==> config.mk <==
export PLATFORM = sky130hd
export DESIGN_NAME = vcb_seq_ctrl
export DESIGN_NICKNAME = d
export VERILOG_FILES = /design/src/rtl/vcb_seq_ctrl_pkg.sv /design/src/rtl/vcb_seq_ctrl_ce_div_gen.sv /design/src/rtl/vcb_seq_ctrl.sv
export SDC_FILE = /design/constraint.sdc
export NUM_CORES = 1
export LEC_CHECK = 0
export ABC_AREA = 0
export BUFFER_PORTS_ARGS = -buffer_cell sky130_fd_sc_hd__buf_2
export CAP_MARGIN = 10
export CELL_PAD_IN_SITES_DETAIL_PLACEMENT = 0
export CELL_PAD_IN_SITES_GLOBAL_PLACEMENT = 1
export CORE_MARGIN = 2
export CORE_UTILIZATION = 38
export CTS_BUF_LIST = sky130_fd_sc_hd__clkbuf_2
export DETAILED_ROUTE_END_ITERATION = 10
export PLACE_DENSITY_LB_ADDON = 0.1
export SETUP_SLACK_MARGIN = 0.3
export SYNTH_ARGS = -nofsm -noshare
export SYNTH_HDL_FRONTEND = slang
export SYNTH_HIERARCHICAL = 1
export SYNTH_SLANG_ARGS = --single-unit
export TNS_END_PERCENT = 10
==> constraint.sdc <==
create_clock -name clk -period 1.7 [get_ports clk]
set_input_delay 0 -clock clk [delete_from_list [all_inputs] [get_ports clk]]
set_output_delay 0 -clock clk [all_outputs]
set_load 0.01 [all_outputs]
==> src/rtl/vcb_seq_ctrl_pkg.sv <==
// Shared definitions for the VCB4RE sequencer: FSM encoding, default
// parameters and the width of the driven counter.
package vcb_seq_ctrl_pkg;

  typedef enum logic [1:0] {
    IDLE  = 2'd0,
    CLEAR = 2'd1,
    RUN   = 2'd2,
    DONE  = 2'd3
  } state_t;

  localparam int DEF_CE_DIV  = 8;
  localparam int DEF_N_WRAPS = 2;
  localparam int DEF_WRAP_W  = 8;

  // The VCB4RE is a 4-bit counter, so one wrap spans 16 enabled counts.
  localparam int VCB_WIDTH  = 4;
  localparam int VCB_COUNTS = 1 << VCB_WIDTH;

endpackage

==> src/rtl/vcb_seq_ctrl_ce_div_gen.sv <==
// Clock-enable divider: counts 0..CE_DIV-1 while enabled and flags the last
// count, giving one tick every CE_DIV enabled cycles.
module ce_div_gen
  import vcb_seq_ctrl_pkg::*;
#(
  parameter int CE_DIV = DEF_CE_DIV
) (
  input  logic clk,
  input  logic clr,
  input  logic en,
  input  logic rst,
  output logic tick
);

  localparam int DW = $clog2(CE_DIV);
  localparam logic [DW-1:0] LAST = DW'(CE_DIV - 1);

  logic [DW-1:0] div;

  always_ff @(posedge clk or posedge clr) begin
    if (clr) begin
      div <= '0;
    end else if (rst) begin
      div <= '0;
    end else if (en) begin
      div <= (div == LAST) ? '0 : div + DW'(1);
    end
  end

  // Decoded from the register so the enable drops in the same cycle en does.
  assign tick = en && (div == LAST);

endmodule

==> src/rtl/vcb_seq_ctrl.sv <==
// Sequencer for one VCB4RE counter: clears it, drives its clock enable and
// counts wrap-arounds reported on CEO, in one-shot or periodic mode.
module vcb_seq_ctrl
  import vcb_seq_ctrl_pkg::*;
#(
  parameter int CE_DIV  = DEF_CE_DIV,
  parameter int N_WRAPS = DEF_N_WRAPS,
  parameter int WRAP_W  = DEF_WRAP_W
) (
  input  logic              clk,
  input  logic              clr,
  input  logic              start,
  input  logic              stop,
  input  logic              oneshot,
  input  logic              ceo_in,
  output logic              ce_out,
  output logic              r_out,
  output logic              busy,
  output logic              done,
  output logic [WRAP_W-1:0] wraps
);

  localparam logic [WRAP_W-1:0] LAST_WRAP  = WRAP_W'(N_WRAPS - 1);
  localparam logic [WRAP_W-1:0] FINAL_WRAP = WRAP_W'(N_WRAPS);

  state_t            state;
  state_t            state_nxt;
  logic              mode;
  logic              mode_nxt;
  logic [WRAP_W-1:0] wraps_nxt;
  logic              div_en;
  logic              div_rst;

  always_ff @(posedge clk or posedge clr) begin
    if (clr) begin
      state <= IDLE;
      mode  <= 1'b0;
      wraps <= '0;
    end else begin
      state <= state_nxt;
      mode  <= mode_nxt;
      wraps <= wraps_nxt;
    end
  end

  // stop is tested before ceo_in so an abort on the final wrap yields no done.
  always_comb begin
    state_nxt = state;
    mode_nxt  = mode;
    wraps_nxt = wraps;
    r_out     = 1'b0;
    busy      = 1'b0;
    done      = 1'b0;
    div_en    = 1'b0;
    div_rst   = 1'b0;
    case (state)
      IDLE: begin
        if (start) begin
          state_nxt = CLEAR;
          mode_nxt  = oneshot;
        end
      end
      CLEAR: begin
        r_out     = 1'b1;
        busy      = 1'b1;
        div_rst   = 1'b1;
        wraps_nxt = '0;
        state_nxt = RUN;
      end
      RUN: begin
        busy   = 1'b1;
        div_en = 1'b1;
        if (stop) begin
          state_nxt = IDLE;
        end else if (ceo_in) begin
          if (mode && (wraps == LAST_WRAP)) begin
            state_nxt = DONE;
            wraps_nxt = FINAL_WRAP;
          end else begin
            wraps_nxt = wraps + WRAP_W'(1);
          end
        end
      end
      DONE: begin
        done      = 1'b1;
        state_nxt = IDLE;
      end
      default: state_nxt = IDLE;
    endcase
  end

  ce_div_gen #(
    .CE_DIV(CE_DIV)
  ) u_div (
    .clk (clk),
    .clr (clr),
    .en  (div_en),
    .rst (div_rst),
    .tick(ce_out)
  );

endmodule

==> reports/metrics.cfg <==
[outcome]
status = complete, no violations

[power_and_ir_drop]
p_per_area_nw_per_um2 = 1260
ir_worst_vdd_v = 0.000581
p_leak_nw = 0.571

[critical_path]
start_kind = register
cp-end-kind = register
arrival_ns = 1.73
critPathKind = register to register
worst_ep_required_time_ns = 1.89
worstPathMaxFanout = 6
r2r-start = state[1]$_DFFE_PP0P_
cp-startpoint = state[1]$_DFFE_PP0P_

[grt]
grt_pass1_wl_mm = 3.35
grt.overflow.total = 0
grt_use_total_pct = 17.9
antenna_found_initial = 0
grt_pass1_vias = 742
grt_max_degree = 12

[placed_design]
gp_congestion = 0.698
io_buffers = 17
place_hpwl_mm = 1.36

[finish]
nets = 134
area_growth_pct = 36.4
seqCellArea_sq_um = 358
n_antenna_cell = 0
layout_commonest_cell = buf_2
multi_input_area_sq_um = 514
layout-drive-gt1-share_pct = 46.6
mostFrequentLayoutCells = buf_2 (17), buf_4 (12), nor2_1 (8), dfrtp_1 (8)
nFillCells = 207

[sta]
rsz0062_at_grt = true
fin_crit_sh_pct = 90.6
setup_total_negative_slack_ns = 0
setup_viol = 0
timing.slew.headroom_pct = 69.9
whs_ns = 0.0207
skew_ns = 0.0149
layout_min_cycle_time_ns = 1.54
fmax_ghz = 0.650
slew_viol_final = 0
hold_viol_final = 0
tightest_slew_ns = 0.451

[route]
routedWlPerCell_um = 13.6
drtIter0Drc = 21
dr.pass1.iters = 5
routed_wl_mm = 1.99
drc = 0
vias = 741
ant_nets = 0
viasPerCell = 5.08

[die]
rows = 17
core_area_sq_um = 2150
top_level_ports = 18
die_h_um = 51.0
die_area_sq_um = 2600
initial_utilization_pct = 39.0
die_w_um = 51.0

[clocking]
cts_sinks = 14
clk_pin_slew_worst_paths_ns = 0.15
clock_latency_ns = 0.29
cts_tree = built
root_buffer = clkbuf_2
htreeDepth = 1
clk_path_buf_depth = 2
numCtsBuffers = 3

[synthesis]
synth.ff_latch_count = 14
syn_area_sq_um = 838
synth_nets = 99
synth.avg_cell_area_sq_um = 9.98
synth-warning-count = 6
synthCells = 84
ys_seq_area_share_pct = 41.8
synth_cell_types = 32

[flow_run]
cap_violations = 0

[hold_path]
hp-start = ceo_in
min-delay-path-class = input pin to register

-- worst paths after layout --
kind	endpoint	slack, ns	depth (start not counted)
max in group asynchronous	wraps[0]$_DFFE_PP0P_	1.10	3
min in group asynchronous	u_div/div[2]$_DFFE_PP0P_	0.12	3
min	state[0]$_DFFE_PP0P_	0.02	3
max reg2reg	wraps[6]$_DFFE_PP0P_	0.16	5
min reg2reg	mode$_DFFE_PP0P_	0.53	1
max	wraps[6]$_DFFE_PP0P_	0.16	5
-- cell type report --
| type | instances | share of cell area [%] |
|---|---|---|
| repair buffers | 31 | 17.1 |
| clock buffers | 3 | 1.31 |
| clock inverters | 1 | 0.328 |
| flip-flops and latches | 14 | 31.3 |
| multi-input cells | 63 | 45.0 |
| well taps | 28 | 3.06 |
| inverters | 6 | 1.97 |
-- cell usage after synthesis --
cell type | number | area, sq um
nand4_1 | 2 | 12.5
nand3b_1 | 1 | 7.51
a21oi_1 | 3 | 15.0
o211ai_1 | 1 | 7.51
ha_1 | 9 | 113
nor3_1 | 1 | 5.00
or3b_1 | 1 | 8.76
mux2_2 | 2 | 22.5
nand2b_1 | 3 | 18.8
nor4_1 | 1 | 6.26
a31oi_1 | 1 | 6.26
nor2b_1 | 1 | 6.26
o21ai_1 | 2 | 10.0
and4bb_1 | 1 | 12.5
and4_1 | 1 | 8.76
inv_1 | 6 | 22.5
and2_1 | 1 | 6.26
a21o_1 | 1 | 7.51
a21oi_2 | 1 | 8.76
xor2_1 | 3 | 26.3
or4b_1 | 1 | 10.0
nand3_1 | 3 | 15.0
o21ai_0 | 2 | 10.0
and3b_1 | 1 | 8.76
o2111ai_1 | 1 | 8.76
xnor2_1 | 1 | 8.76
buf_2 | 1 | 5.00
mux2i_1 | 3 | 30.0
nand2_1 | 6 | 22.5
dfrtp_1 | 14 | 350
a211oi_1 | 1 | 7.51
nor2_1 | 8 | 30.0
-- logic make-up after synthesis --
logic type | count (synthesis) | synth area share (%)
simple gates | 32 | 21.3
flops | 14 | 41.8
compound gates | 13 | 9.70
fa+ha+maj | 9 | 13.4
buf+inv | 7 | 3.28
mux | 5 | 6.27
xor+xnor | 4 | 4.18
-- worst max-delay path: stages (launching register included) --
cell and delay, ns:
dfrtp_1 0.46, ha_4 0.20, and3b_2 0.26, o211ai_1 0.28, xor2_1 0.17, nor2_1 0.05
-- routing by layer --
metal / GRT usage [%] / part of all wire [%] / vias to the layer above
met5: 0 / 0 / -
met4: 9.46 / 2.4 / 0
met3: 2.63 / 4.2 / 4
met2: 30.3 / 51 / 28
met1: 21.8 / 42 / 348
li1: - / - / 361
-- state kept, by name, indices dropped and copies added, names as in the netlist --
| name | count |
|---|---|
| mode | 1 |
| u_div/div | 3 |
| wraps | 8 |
| state | 2 |
-- what timing repair did --
| action | CTS | global route |
|---|---|---|
| pin swaps | 2 | 0 |
| buffers inserted | 7 | 1 |
| resized for setup | 6 | 6 |
| endpoints found under the setup margin | 9 | 13 |
| hold endpoints to repair | 15 | 0 |
| hold buffers | 2 | 0 |
-- power breakdown --
part / total (W) / switching, W / internal (W) / leakage (nW)
Clock: 0.000167 / 0.000116 / 0.0000511 / 0.0140
Combinational: 0.000806 / 0.000408 / 0.000399 / 0.378
Sequential: 0.000463 / 0.0000542 / 0.000409 / 0.178
Total: 0.00144 / 0.000578 / 0.000859 / 0.571
-- per-stage QoR --
| step | cell area [sq um] | instances | util, % | total power (W) | worst slack, ns |
|---|---|---|---|---|---|
| 3_5_place_dp | 1010 | 132 | 47.0 | 0.00112 | 0.106 |
| 6_report | 1140 | 146 | 53.2 | 0.00144 | 0.161 |
| 5_1_grt | 1140 | 146 | 53.2 | 0.00157 | 0.134 |
| 3_3_place_gp | 1010 | 132 | 47.0 | 0.00112 | 0.133 |
| 2_1_floorplan | 865 | 84 | - | 0.000909 | 0.230 |
| 4_1_cts | 1120 | 145 | 52.0 | 0.00140 | 0.209 |
(Power assumes the default switching activity.)
